### src/rtl/mux2_rr.sv
// Two-channel round-robin merge stage with one holding register per input and a registered output.
// Each output word carries a source tag so a downstream demux can route it back by channel.
module mux2_rr #(
    parameter int unsigned WIDTH = 8
) (
    input  logic             clk,
    input  logic             rst_n,
    input  logic [WIDTH-1:0] i0_data,
    input  logic             i0_valid,
    output logic             i0_ready,
    input  logic [WIDTH-1:0] i1_data,
    input  logic             i1_valid,
    output logic             i1_ready,
    output logic [WIDTH-1:0] y,
    output logic             s,
    output logic             y_valid,
    input  logic             y_ready
);

    logic [WIDTH-1:0] r_h0_data;
    logic [WIDTH-1:0] r_h1_data;
    logic             r_h0_full;
    logic             r_h1_full;
    logic [WIDTH-1:0] r_y;
    logic             r_s;
    logic             r_y_valid;
    logic             r_last;

    logic             w_load;
    logic             w_grant;
    logic             w_cap0;
    logic             w_cap1;

    always_comb begin
        w_load  = (~r_y_valid | y_ready) & (r_h0_full | r_h1_full);
        // Contention goes to the channel not granted last; otherwise the only full one wins.
        w_grant = (r_h0_full & r_h1_full) ? ~r_last : r_h1_full;
        w_cap0  = i0_valid & ~r_h0_full;
        w_cap1  = i1_valid & ~r_h1_full;
    end

    always_ff @(posedge clk) begin
        if (!rst_n) begin
            r_h0_data <= '0;
            r_h1_data <= '0;
            r_h0_full <= 1'b0;
            r_h1_full <= 1'b0;
            r_y       <= '0;
            r_s       <= 1'b0;
            r_y_valid <= 1'b0;
            r_last    <= 1'b1;
        end else begin
            // Capture and drain of one holding register are mutually exclusive (full vs empty).
            if (w_cap0) begin
                r_h0_data <= i0_data;
                r_h0_full <= 1'b1;
            end else if (w_load && !w_grant) begin
                r_h0_full <= 1'b0;
            end

            if (w_cap1) begin
                r_h1_data <= i1_data;
                r_h1_full <= 1'b1;
            end else if (w_load && w_grant) begin
                r_h1_full <= 1'b0;
            end

            if (w_load) begin
                r_y       <= w_grant ? r_h1_data : r_h0_data;
                r_s       <= w_grant;
                r_y_valid <= 1'b1;
                r_last    <= w_grant;
            end else if (y_ready) begin
                r_y_valid <= 1'b0;
            end
        end
    end

    assign i0_ready = rst_n & ~r_h0_full;
    assign i1_ready = rst_n & ~r_h1_full;
    assign y        = r_y;
    assign s        = r_s;
    assign y_valid  = r_y_valid;

endmodule

### config.mk
export PLATFORM = sky130hd
export DESIGN_NAME = mux2_rr
export DESIGN_NICKNAME = d
export VERILOG_FILES = /design/src/rtl/mux2_rr.sv
export SDC_FILE = /design/constraint.sdc
export NUM_CORES = 1
export LEC_CHECK = 0
export BUFFER_PORTS_ARGS = -buffer_cell sky130_fd_sc_hd__buf_2
export CAP_MARGIN = 0
export CORE_MARGIN = 1.5
export CORE_UTILIZATION = 31
export DETAILED_ROUTE_END_ITERATION = 8
export PLACE_DENSITY = 0.52
export SYNTH_ARGS = -nofsm -noshare
export SYNTH_HDL_FRONTEND = slang
export SYNTH_SLANG_ARGS = --single-unit
### constraint.sdc
create_clock -name clk -period 3.4 [get_ports clk]
set_input_delay 0 -clock clk [delete_from_list [all_inputs] [get_ports clk]]
set_output_delay 0 -clock clk [all_outputs]
set_load 0.01 [all_outputs]
==> impl_metrics.env <==
export IMPL_worstSetupEndpointType="output port"
export IMPL_worstSkewPairLatency_ps=280
export IMPL_synthCells=129
export IMPL_path_max_fanout=29
export IMPL_clock_skew_final_ps=3.10
export IMPL_dpl_worst_slack_ps=1910
export IMPL_status="complete, no violations"
export IMPL_port_buffers=32
export IMPL_p_leak_uw=0.000688
export IMPL_synthToLayoutAreaGrowth_pct=32.9
export IMPL_dp_hpwl_um=1900
export IMPL_synth_seq_cells=29
export IMPL_fin_util_pct=43.3
export IMPL_min_path_type="input port to flip-flop"
export IMPL_r2r_cells=3
export IMPL_drc_errors=0
export IMPL_finalCritPeriodShare_pct=46.6
export IMPL_ant_nets=0
export IMPL_yosysTopAreaCellShare_pct=48.3
export IMPL_start_util_pct=32.6
export IMPL_chipWidth_um=65.2
export IMPL_clock_fmax_ghz=0.631
export IMPL_synth_area_leaders="dfxtp_1 48%, mux2i_1 13%, a21oi_1 7.9%"
export IMPL_arrival_ps=1580
export IMPL_ys_seq_area_share_pct=48.3
export IMPL_r2r_end="y[7]"
export IMPL_grt_pass1_wl_um=4790
export IMPL_whs_ps=208
export IMPL_whs_path_depth=3
export IMPL_finalSetupTns_ps=0
export IMPL_root_buffer="clkbuf_8"
export IMPL_synth_fp_nets=150
export IMPL_seq_power_share_pct=48.4
export IMPL_worst_pin_slew_ps=891
export IMPL_p_int_uw=593
export IMPL_nets=196
export IMPL_yosys_cell_types_count=24
export IMPL_r2r_slack_ps=1880
export IMPL_ys_flop_type="dfxtp_1"
export IMPL_whs_endpoint="r_h0_full"
export IMPL_wl_per_cell_um=12.7
export IMPL_cts_sinks=29
export IMPL_vias=1070
export IMPL_die_h_um=65.2
export IMPL_p_switching_uw=208
export IMPL_p_clk_share_pct=35.2
export IMPL_synth_common_cells="29 x dfxtp_1, 19 x a21oi_1, 17 x nand2_1, 15 x mux2i_1, 12 x nor2_1"
export IMPL_drt_initial_drc_count=24
export IMPL_place_congestion=0.770
export IMPL_grt_pass1_vias=1041
export IMPL_fillers=381
export IMPL_num_io_pins=33
export IMPL_grt_usage_pct=15.0
export IMPL_rsz0062_at_grt="false"
export IMPL_p_per_area_mw_per_mm2=501
export IMPL_postCtsResizedCells=0
export IMPL_grt_max_degree=30
export IMPL_syn_area_per_cell_um2=9.31
export IMPL_startpoint_type="input port"
export IMPL_ir_drop_uv=192
export IMPL_finalHoldViolations=0
export IMPL_clk_pin_slew_ps=60
export IMPL_slew_violations=0
export IMPL_min_from="i0_valid"
export IMPL_async_flop_share_pct=0
export IMPL_clockBufferDepth=2
export IMPL_r2r_start="r_h1_full"
export IMPL_antenna_found_initial=0
export IMPL_synth_area_leader_cell="dfxtp_1"
export IMPL_core_area_mm2=0.00369
export IMPL_drt_total_wl_um=2830
export IMPL_crit_type="input port to output port"
export IMPL_synth_warnings=0
export IMPL_htreeDepth=2
export IMPL_die_area_mm2=0.00426
export IMPL_cp_required_ps=3400
export IMPL_swShare_pct=26.0
export IMPL_maxCapViolations=0
export IMPL_syn_area_mm2=0.00120
export IMPL_total_power_uw=800
export IMPL_final_layout_size_suffix_gt1_share_pct=23.4
export IMPL_synth_edff_count=0
export IMPL_fin_crit_ps=1580
export IMPL_diodes=0
export IMPL_grt_ovfl_total=0
export IMPL_synth_most_common_cell="dfxtp_1"
export IMPL_cts_inserted_buffers=5
export IMPL_detail_route_vias_per_cell=4.80
export IMPL_pwr_share_comb_pct=16.4
export IMPL_setup_violations=0
export IMPL_relSlewSlack_pct=40.5
export IMPL_cts_tree="yes"
export IMPL_num_rows=22
export IMPL_worst_slack_ps=1820
export IMPL_firstDrtPassIters=4
[worst max-delay path by stage]
stage / start / end / slack [ps] / cells after the start
2_1_floorplan: r_h0_full / y[1] / 2220 / 5
6_report: rst_n / i1_ready / 1820 / 5
5_1_grt: rst_n / i0_ready / 1710 / 5
4_1_cts: rst_n / i1_ready / 1830 / 5
3_3_place_gp: r_h1_full / y[2] / 1990 / 3
3_5_place_dp: r_h1_full / y[4] / 1910 / 3
[stage by stage]
stage               area [µm²]  instances
floorplan                 1200        129
global placement          1330        198
detailed placement        1330        198
CTS                       1600        223
global route              1600        223
finish                    1600        223
[power by group through the flow]
stage / sequential (µW) / clock (µW) / combinational [µW]
2_1_floorplan: 393 / 0 / 86.1
3_3_place_gp: 394 / 0 / 111
3_5_place_dp: 395 / 0 / 115
4_1_cts: 388 / 288 / 131
5_1_grt: 392 / 305 / 148
6_report: 388 / 282 / 131
[registers in the layout (all words and copies together) (netlist names)]
register and cells:
y 8, r_h1_full 1, r_h0_data 8, r_h0_full 1, r_last 1, r_h1_data 8, y_valid 1, s 1
[final cells by class]
type | count | area, µm² | area share [%]
flip-flops and latches | 29 | 581 | 36.4
multi-input cells | 87 | 522 | 32.7
repair buffers | 50 | 340 | 21.3
clock buffers | 7 | 86.3 | 5.41
well taps | 48 | 60.1 | 3.76
inverters | 2 | 7.51 | 0.470
[logic make-up (layout without fill, tap and decap cells)]
family | count (synthesis) | in the layout | synth area share, %
AND/OR/NAND/NOR | 38 | 38 | 14.0
AO/OA/AOI/OAI | 34 | 34 | 17.0
flip-flops | 29 | 29 | 48.3
multiplexers | 15 | 15 | 12.5
buffers and inverters | 13 | 59 | 8.23
[critical path, cell delays in order]
cell	delay [ps]
dlygate4sd3_1	550
buf_2	140
inv_1	640
nor2_1	80
buf_2	170
[routing by layer]
layer / GRT usage [%] / share of wire [%] / vias to the layer above
met5: 0 / 0 / -
met3: 5.99 / 5.8 / 7
met1: 18.5 / 46 / 501
li1: - / - / 533
met4: 7.03 / 2.0 / 0
met2: 23.0 / 47 / 29
[repair_timing]
action                                 CTS  global route
hold buffers                            18             0
buffers inserted                         0             0
endpoints found under the hold margin   18             0
[layout by cell type (no fill, tap or decap), types with 2 or more instances in the layout]
cell type      count
buf_2             32
dfxtp_1           29
a21oi_1           19
dlygate4sd3_1     18
nand2_1           17
mux2i_1           15
nor2_1            12
a211oi_1           7
clkbuf_8           6
o21ai_0            4
inv_1              2
nand2b_1           2
No activity file was read; power rests on OpenSTA's default activity.
